==> src/rtl/fifo_pkg.sv <==
// fifo_pkg
//   Shared definitions for the asynchronous FIFO pointer blocks. Both the
//   write-side and the read-side pointer logic import this package.
//
//   Contents:
//     ADDR_W_DEF      default RAM address width
//     ALM_FULL_TH_DEF default almost-full threshold (free slots)
//     depth_of()      FIFO depth for a given address width
//     bin2gray()      binary -> reflected Gray code
//     gray2bin()      reflected Gray code -> binary
//     wflags_t        registered write-side flag pair
//
//   The code converters work on a full PTR_W_MAX-bit word. Callers
//   zero-extend narrower pointers into that word and slice the result back
//   down. Leading zeros do not change either conversion, so one function
//   pair serves every pointer width up to PTR_W_MAX.
package fifo_pkg;

    localparam int ADDR_W_DEF      = 4;
    localparam int ALM_FULL_TH_DEF = 2;
    localparam int PTR_W_MAX       = 32;

    typedef logic [PTR_W_MAX-1:0] ptr_word_t;

    typedef struct packed {
        logic full;
        logic alm_full;
    } wflags_t;

    function automatic int depth_of(input int addr_w);
        return 1 << addr_w;
    endfunction

    function automatic ptr_word_t bin2gray(input ptr_word_t b);
        return b ^ (b >> 1);
    endfunction

    // Each binary bit is the XOR of all Gray bits at or above its position.
    // A running XOR from the MSB down computes this.
    function automatic ptr_word_t gray2bin(input ptr_word_t g);
        ptr_word_t b;
        b = '0;
        b[PTR_W_MAX-1] = g[PTR_W_MAX-1];
        for (int i = PTR_W_MAX - 2; i >= 0; i--) begin
            b[i] = b[i+1] ^ g[i];
        end
        return b;
    endfunction

endpackage

==> src/rtl/sync_2ff.sv <==
// sync_2ff
//   Two-stage flop synchroniser for bringing a Gray-coded pointer across a
//   clock-domain boundary. An asynchronous active-low reset clears both
//   stages. The same module is instantiated on the read side for the
//   write pointer.
//
//   Ports:
//     clk    destination-domain clock
//     rst_n  asynchronous active-low reset
//     d      WIDTH-bit value from the foreign domain
//     q      WIDTH-bit value after two destination-domain flops
module sync_2ff #(
    parameter int WIDTH = 1
) (
    input  logic             clk,
    input  logic             rst_n,
    input  logic [WIDTH-1:0] d,
    output logic [WIDTH-1:0] q
);

    logic [WIDTH-1:0] meta;

    // The first stage may go metastable. The second stage gives it a full
    // cycle to resolve. Because the input is Gray coded, any bit that
    // resolves either way still yields the old or the new pointer value.
    always_ff @(posedge clk or negedge rst_n) begin
        if (!rst_n) begin
            meta <= '0;
            q    <= '0;
        end else begin
            meta <= d;
            q    <= meta;
        end
    end

endmodule

==> src/rtl/fifo_wptr_full.sv <==
// fifo_wptr_full
//   Write-domain pointer and flag generator for the asynchronous FIFO.
//   It keeps the binary write pointer and drives the RAM write address and
//   the Gray write pointer exported to the read domain. It also synchronises
//   the read pointer into clk_w and produces registered full, almost-full,
//   acknowledge and overflow indications.
//
//   Ports:
//     clk_w        write-domain clock (rising edge)
//     rst_w        asynchronous active-low reset
//     wr_en        write request
//     rd_ptr_gray  Gray read pointer from the read domain (asynchronous)
//     waddr        RAM write address (low bits of binary write pointer)
//     wr_ptr_gray  registered Gray write pointer, to the read domain
//     wr_ack       pulse: a write was accepted on the previous edge
//     full         registered full flag
//     alm_full     registered almost-full flag (free slots <= ALM_FULL_TH)
//     wr_overflow  pulse: wr_en was high while full was high
module fifo_wptr_full
    import fifo_pkg::*;
#(
    parameter int ADDR_W      = ADDR_W_DEF,
    parameter int ALM_FULL_TH = ALM_FULL_TH_DEF
) (
    input  logic              clk_w,
    input  logic              rst_w,
    input  logic              wr_en,
    input  logic [ADDR_W:0]   rd_ptr_gray,
    output logic [ADDR_W-1:0] waddr,
    output logic [ADDR_W:0]   wr_ptr_gray,
    output logic              wr_ack,
    output logic              full,
    output logic              alm_full,
    output logic              wr_overflow
);

    localparam int PTR_W = ADDR_W + 1;
    localparam int DEPTH = depth_of(ADDR_W);

    // Occupancy thresholds at pointer width, so the compares below need
    // no width conversion.
    localparam logic [ADDR_W:0] FULL_CNT = PTR_W'(DEPTH);
    localparam logic [ADDR_W:0] ALM_CNT  = PTR_W'(DEPTH - ALM_FULL_TH);

    logic [ADDR_W:0] wbin;
    logic [ADDR_W:0] wbin_next;
    logic [ADDR_W:0] wgray_next;
    logic [ADDR_W:0] rg_s;
    logic [ADDR_W:0] rbin_s;
    logic [ADDR_W:0] cnt_next;
    logic            wr_accept;
    wflags_t         flags_next;
    ptr_word_t       rbin_word;
    ptr_word_t       wgray_word;
    logic            unused_hi;

    sync_2ff #(
        .WIDTH (PTR_W)
    ) u_rptr_sync (
        .clk   (clk_w),
        .rst_n (rst_w),
        .d     (rd_ptr_gray),
        .q     (rg_s)
    );

    // Next-pointer and flag computation. The flags are computed from the
    // post-write pointer, so a write that fills the FIFO raises full on
    // that same edge. The synchronised read pointer lags the real one by
    // two edges. Occupancy can therefore only be over-estimated, so full
    // and alm_full may drop late but never drop early.
    always_comb begin
        rbin_word       = gray2bin(PTR_W_MAX'(rg_s));
        rbin_s          = rbin_word[ADDR_W:0];
        wr_accept       = wr_en && !full;
        wbin_next       = wbin + PTR_W'(wr_accept);
        wgray_word      = bin2gray(PTR_W_MAX'(wbin_next));
        wgray_next      = wgray_word[ADDR_W:0];
        cnt_next        = wbin_next - rbin_s;
        flags_next      = '0;
        flags_next.full     = (cnt_next == FULL_CNT);
        flags_next.alm_full = (cnt_next >= ALM_CNT);
    end

    // The upper bits of the package-width conversion words are always
    // zero here. This signal is declared only to sink them.
    assign unused_hi = ^{rbin_word[PTR_W_MAX-1:PTR_W], wgray_word[PTR_W_MAX-1:PTR_W]};

    // Pointer and flag registers. The flags are re-evaluated on every edge,
    // so a read-side free clears full without any write activity. On a
    // rejected write wbin_next equals wbin, so the pointers hold their value.
    always_ff @(posedge clk_w or negedge rst_w) begin
        if (!rst_w) begin
            wbin        <= '0;
            wr_ptr_gray <= '0;
            wr_ack      <= 1'b0;
            full        <= 1'b0;
            alm_full    <= 1'b0;
            wr_overflow <= 1'b0;
        end else begin
            wbin        <= wbin_next;
            wr_ptr_gray <= wgray_next;
            wr_ack      <= wr_accept;
            full        <= flags_next.full;
            alm_full    <= flags_next.alm_full;
            wr_overflow <= wr_en && full;
        end
    end

    assign waddr = wbin[ADDR_W-1:0];

endmodule

==> config.mk <==
export PLATFORM = sky130hd
export DESIGN_NAME = fifo_wptr_full
export DESIGN_NICKNAME = d
export VERILOG_FILES = /design/src/rtl/fifo_pkg.sv /design/src/rtl/sync_2ff.sv /design/src/rtl/fifo_wptr_full.sv
export SDC_FILE = /design/constraint.sdc
export NUM_CORES = 1
export LEC_CHECK = 0
export ABC_AREA = 1
export BUFFER_PORTS_ARGS = -buffer_cell sky130_fd_sc_hd__buf_2
export CAP_MARGIN = 0
export CORE_MARGIN = 5
export CORE_UTILIZATION = 55
export DETAILED_ROUTE_END_ITERATION = 16
export GPL_TIMING_DRIVEN = 0
export PLACE_DENSITY = 0.8
export SLEW_MARGIN = 20
export SYNTH_ARGS = -nofsm -noshare
export SYNTH_HDL_FRONTEND = slang
export SYNTH_SLANG_ARGS = --single-unit
export TNS_END_PERCENT = 100
==> constraint.sdc <==
create_clock -name clk_w -period 4.9 [get_ports clk_w]
set_clock_uncertainty 0.2 [all_clocks]
set_input_delay 0.245 -clock clk_w [delete_from_list [all_inputs] [get_ports clk_w]]
set_output_delay 0.245 -clock clk_w [all_outputs]
set_load 0.01 [all_outputs]
==> summary.md <==
| Metric | Value |
|---|---|
| Status | `complete, no violations` |
| P&R area growth vs syn | `21.9%` |
| PD cells | `627 nW/um2` |
| Top post-synthesis cells by area | `dfrtp_1 (55%), ha_1 (7.2%), nand2_1 (6.9%), inv_1 (5.1%), xor2_1 (3.4%)` |
| Mapped Cells | `95` |
| GRT overflow | `0` |
| Startpoint Class | `input pin` |
| Crit path DAT | `about 2.8 ns` |
| Cells on worst reg2reg path | `16` |
| Register area | `about 580 um2` |
| # DRC | `0` |
| Most common cell after layout, fill and taps aside | `dfrtp_1` |
| Worst Tran Pin Value | `about 0.47 ns` |
| CTS resizes | `0` |
| Setup TNS | `0 ns` |
| CTS tree | `yes` |
| CTS sink cnt | `23` |
| Antenna cells | `0` |
| CP max FO | `4` |
| F_max | `approximately 360 MHz` |
| Vias | `between 700 and 800` |
| Routed WL | `1680 um` |
| Multi-input logic area | `~400 um2` |
| WP data required | `between 4 and 5 ns` |
| Rel. slew slack | `about two thirds` |
| RD Place Congestion | `about 0.76` |
| Routed vias/inst | `between 4 and 5` |
| Final setup margin | `~2.1 ns` |
| Synth area leader | `dfrtp_1` |
| Top cell type's share of synthesized area | `a little under three fifths` |
| Die width | `53.5 um` |
| H-Tree Depth | `1` |
| RSZ-0062 raised after global routing | `no` |
| Crit end category | `flip-flop` |
| Setup repair bufs after CTS | `0` |
| Kind of critical path | `in -> reg` |
| Total power | `~0.79 mW` |
| FF+latch count, synth | `23` |
| CTS Hold Bufs | `7` |
| Clock Latency Late Sink | `0.30 ns` |
| Final-stage net count | `~140` |
| Tcrit/Tclk final | `57.1%` |
| Number of top-level pins | `21` |
| I/O Buffers | `20` |
| Max clock buf depth | `2` |
| DR iter-0 viols | `5` |
| Pre-Repair DR Iteration Count | `4` |
| Fraction of layout cells with a size suffix above 1 | `between 20% and 30%` |
| Max cap viols | `0` |
| Initial Utilization | `58.9%` |
| First-pass GRT wire length | `between 3000 and 4000 um` |
| Finish-stage setup viols | `0` |
| Root Buffer | `clkbuf_4` |
| Final worst path period need | `between 2 and 3 ns` |
| Rows | `15` |
| Vias in the first global route | `731` |
| Final Hold Viols | `0` |
| DP HPWL | `~1300 um` |
| Worst R2R Setup Slack | `~2.3 ns` |
| Hold Path Depth | `0` |
| All-Layer GR Usage | `approximately 15%` |
| Commonest cells after routing, fill and taps aside | `dfrtp_1 (23), buf_2 (20), nand2_1 (19)` |
| Reg clk slew, reported paths | `0.12 ns` |
| Antenna-violating nets left | `0` |
| Leak Pwr | `between 0.6 and 0.7 nW` |
| Net Count, Synth | `110` |
| Slew Viols, Final | `0` |
| Initial antenna violation count | `0` |
| Chip Height | `53.5 um` |
| Post-synthesis sequential area ratio | `55.4%` |
| VDD IR max | `around 0.30 mV` |
| Mapped Area | `between 1000 and 1500 um2` |
| Die area | `between 2000 and 3000 um2` |
| Syn avg cell area | `~11 um2` |
| Worst min path class | `reg -> reg` |
| Synth cell types | `18` |
| Largest net degree at the start of global routing | `24` |
| Clock buffer count from CTS | `3` |
| Fill cells | `~150` |
| Avg WL per Cell | `between 10 and 15 um` |
| Pre-CTS setup slack | `~2.3 ns` |
| Core area | `between 1500 and 2000 um2` |
| Synth warn | `0` |
## layer usage
| metal | wire [um] | vias up | GRT usage (%) | part of all wire (%) |
|---|---|---|---|---|
| met5 | 0 | - | 0 | 0 |
| li1 | - | 353 | - | - |
| met4 | 32 | 0 | 6.81 | 1.9 |
| met3 | 91 | 5 | 2.54 | 5.4 |
| met1 | 682 | 321 | 16.2 | 41 |
| met2 | 871 | 22 | 27.8 | 52 |
## area by class of cell
class                           instances  share of cell area [%]
Sequential cell                        23                    45.4
Tap cell                               25                    2.47
Inverter                               17                    5.03
Timing Repair Buffer                   27                    13.4
Multi-Input combinational cell         55                    31.6
Clock buffer                            4                    2.07
## metrics by stage
step / util, % / std cells / hold slack (ns) / instance area [um2]
2_1_floorplan: - / 95 / -0.251 / 1040
3_3_place_gp: 66.4 / 140 / 0.0274 / 1170
3_5_place_dp: 66.4 / 140 / 0.0292 / 1170
4_1_cts: 71.8 / 151 / 0.167 / 1270
5_1_grt: 71.8 / 151 / 0.178 / 1270
6_report: 71.8 / 151 / 0.164 / 1270
## cells by family (layout without fill, tap and decap cells)
group | Yosys count | in the layout | synth area share [%]
compound gates | 3 | 3 | 1.44
xor+xnor | 9 | 9 | 10.8
fa+ha+maj | 7 | 7 | 9.15
buf+inv | 17 | 48 | 6.14
flops | 23 | 23 | 55.4
simple gates | 36 | 36 | 17.1
## cells in the mapped netlist
| master | number |
|---|---|
| xor2_1 | 4 |
| nand4_1 | 1 |
| ha_1 | 6 |
| inv_1 | 14 |
| a21oi_1 | 3 |
| inv_2 | 3 |
| xor2_4 | 1 |
| nand3b_1 | 1 |
| xnor2_1 | 2 |
| nand3_1 | 6 |
| nand2_4 | 1 |
| nand2_1 | 19 |
| nand3_2 | 3 |
| nand2_2 | 1 |
| nor2_1 | 4 |
| dfrtp_1 | 23 |
| fa_1 | 1 |
| xnor2_2 | 2 |
## worst paths after layout
path | from | to
min reg2reg | u_rptr_sync.meta[3] | u_rptr_sync.q[3]
min in group asynchronous | rst_w | wr_ptr_gray[0]
max in group asynchronous | rst_w | u_rptr_sync.meta[2]
max | wr_en | full
max reg2reg | u_rptr_sync.q[4] | full
min | u_rptr_sync.meta[3] | u_rptr_sync.q[3]
## state kept, by name, indices dropped and copies added (netlist names)
signal and flops:
wr_ack 1, u_rptr_sync.meta 5, u_rptr_sync.q 5, wbin 5, full 1, wr_ptr_gray 4, alm_full 1, wr_overflow 1
## worst max-delay path, cell delays in order
cell           delay [ns]
dlygate4sd3_1        0.53
buf_2                0.13
inv_1                0.06
nor2_1               0.05
ha_1                 0.20
ha_1                 0.24
xnor2_2              0.25
inv_2                0.10
ha_1                 0.36
nand2_1              0.09
nand2_1              0.05
a21oi_1              0.15
nand3b_1             0.16
nand3_1              0.08
a21oi_1              0.12
## power by group
part | internal [mW] | switching [mW] | leakage (nW)
Combinational | 0.184 | 0.250 | 0.397
Clock | 0.0318 | 0.0517 | 0.0150
Sequential | 0.247 | 0.0297 | 0.271
(Power assumes the default switching activity.)
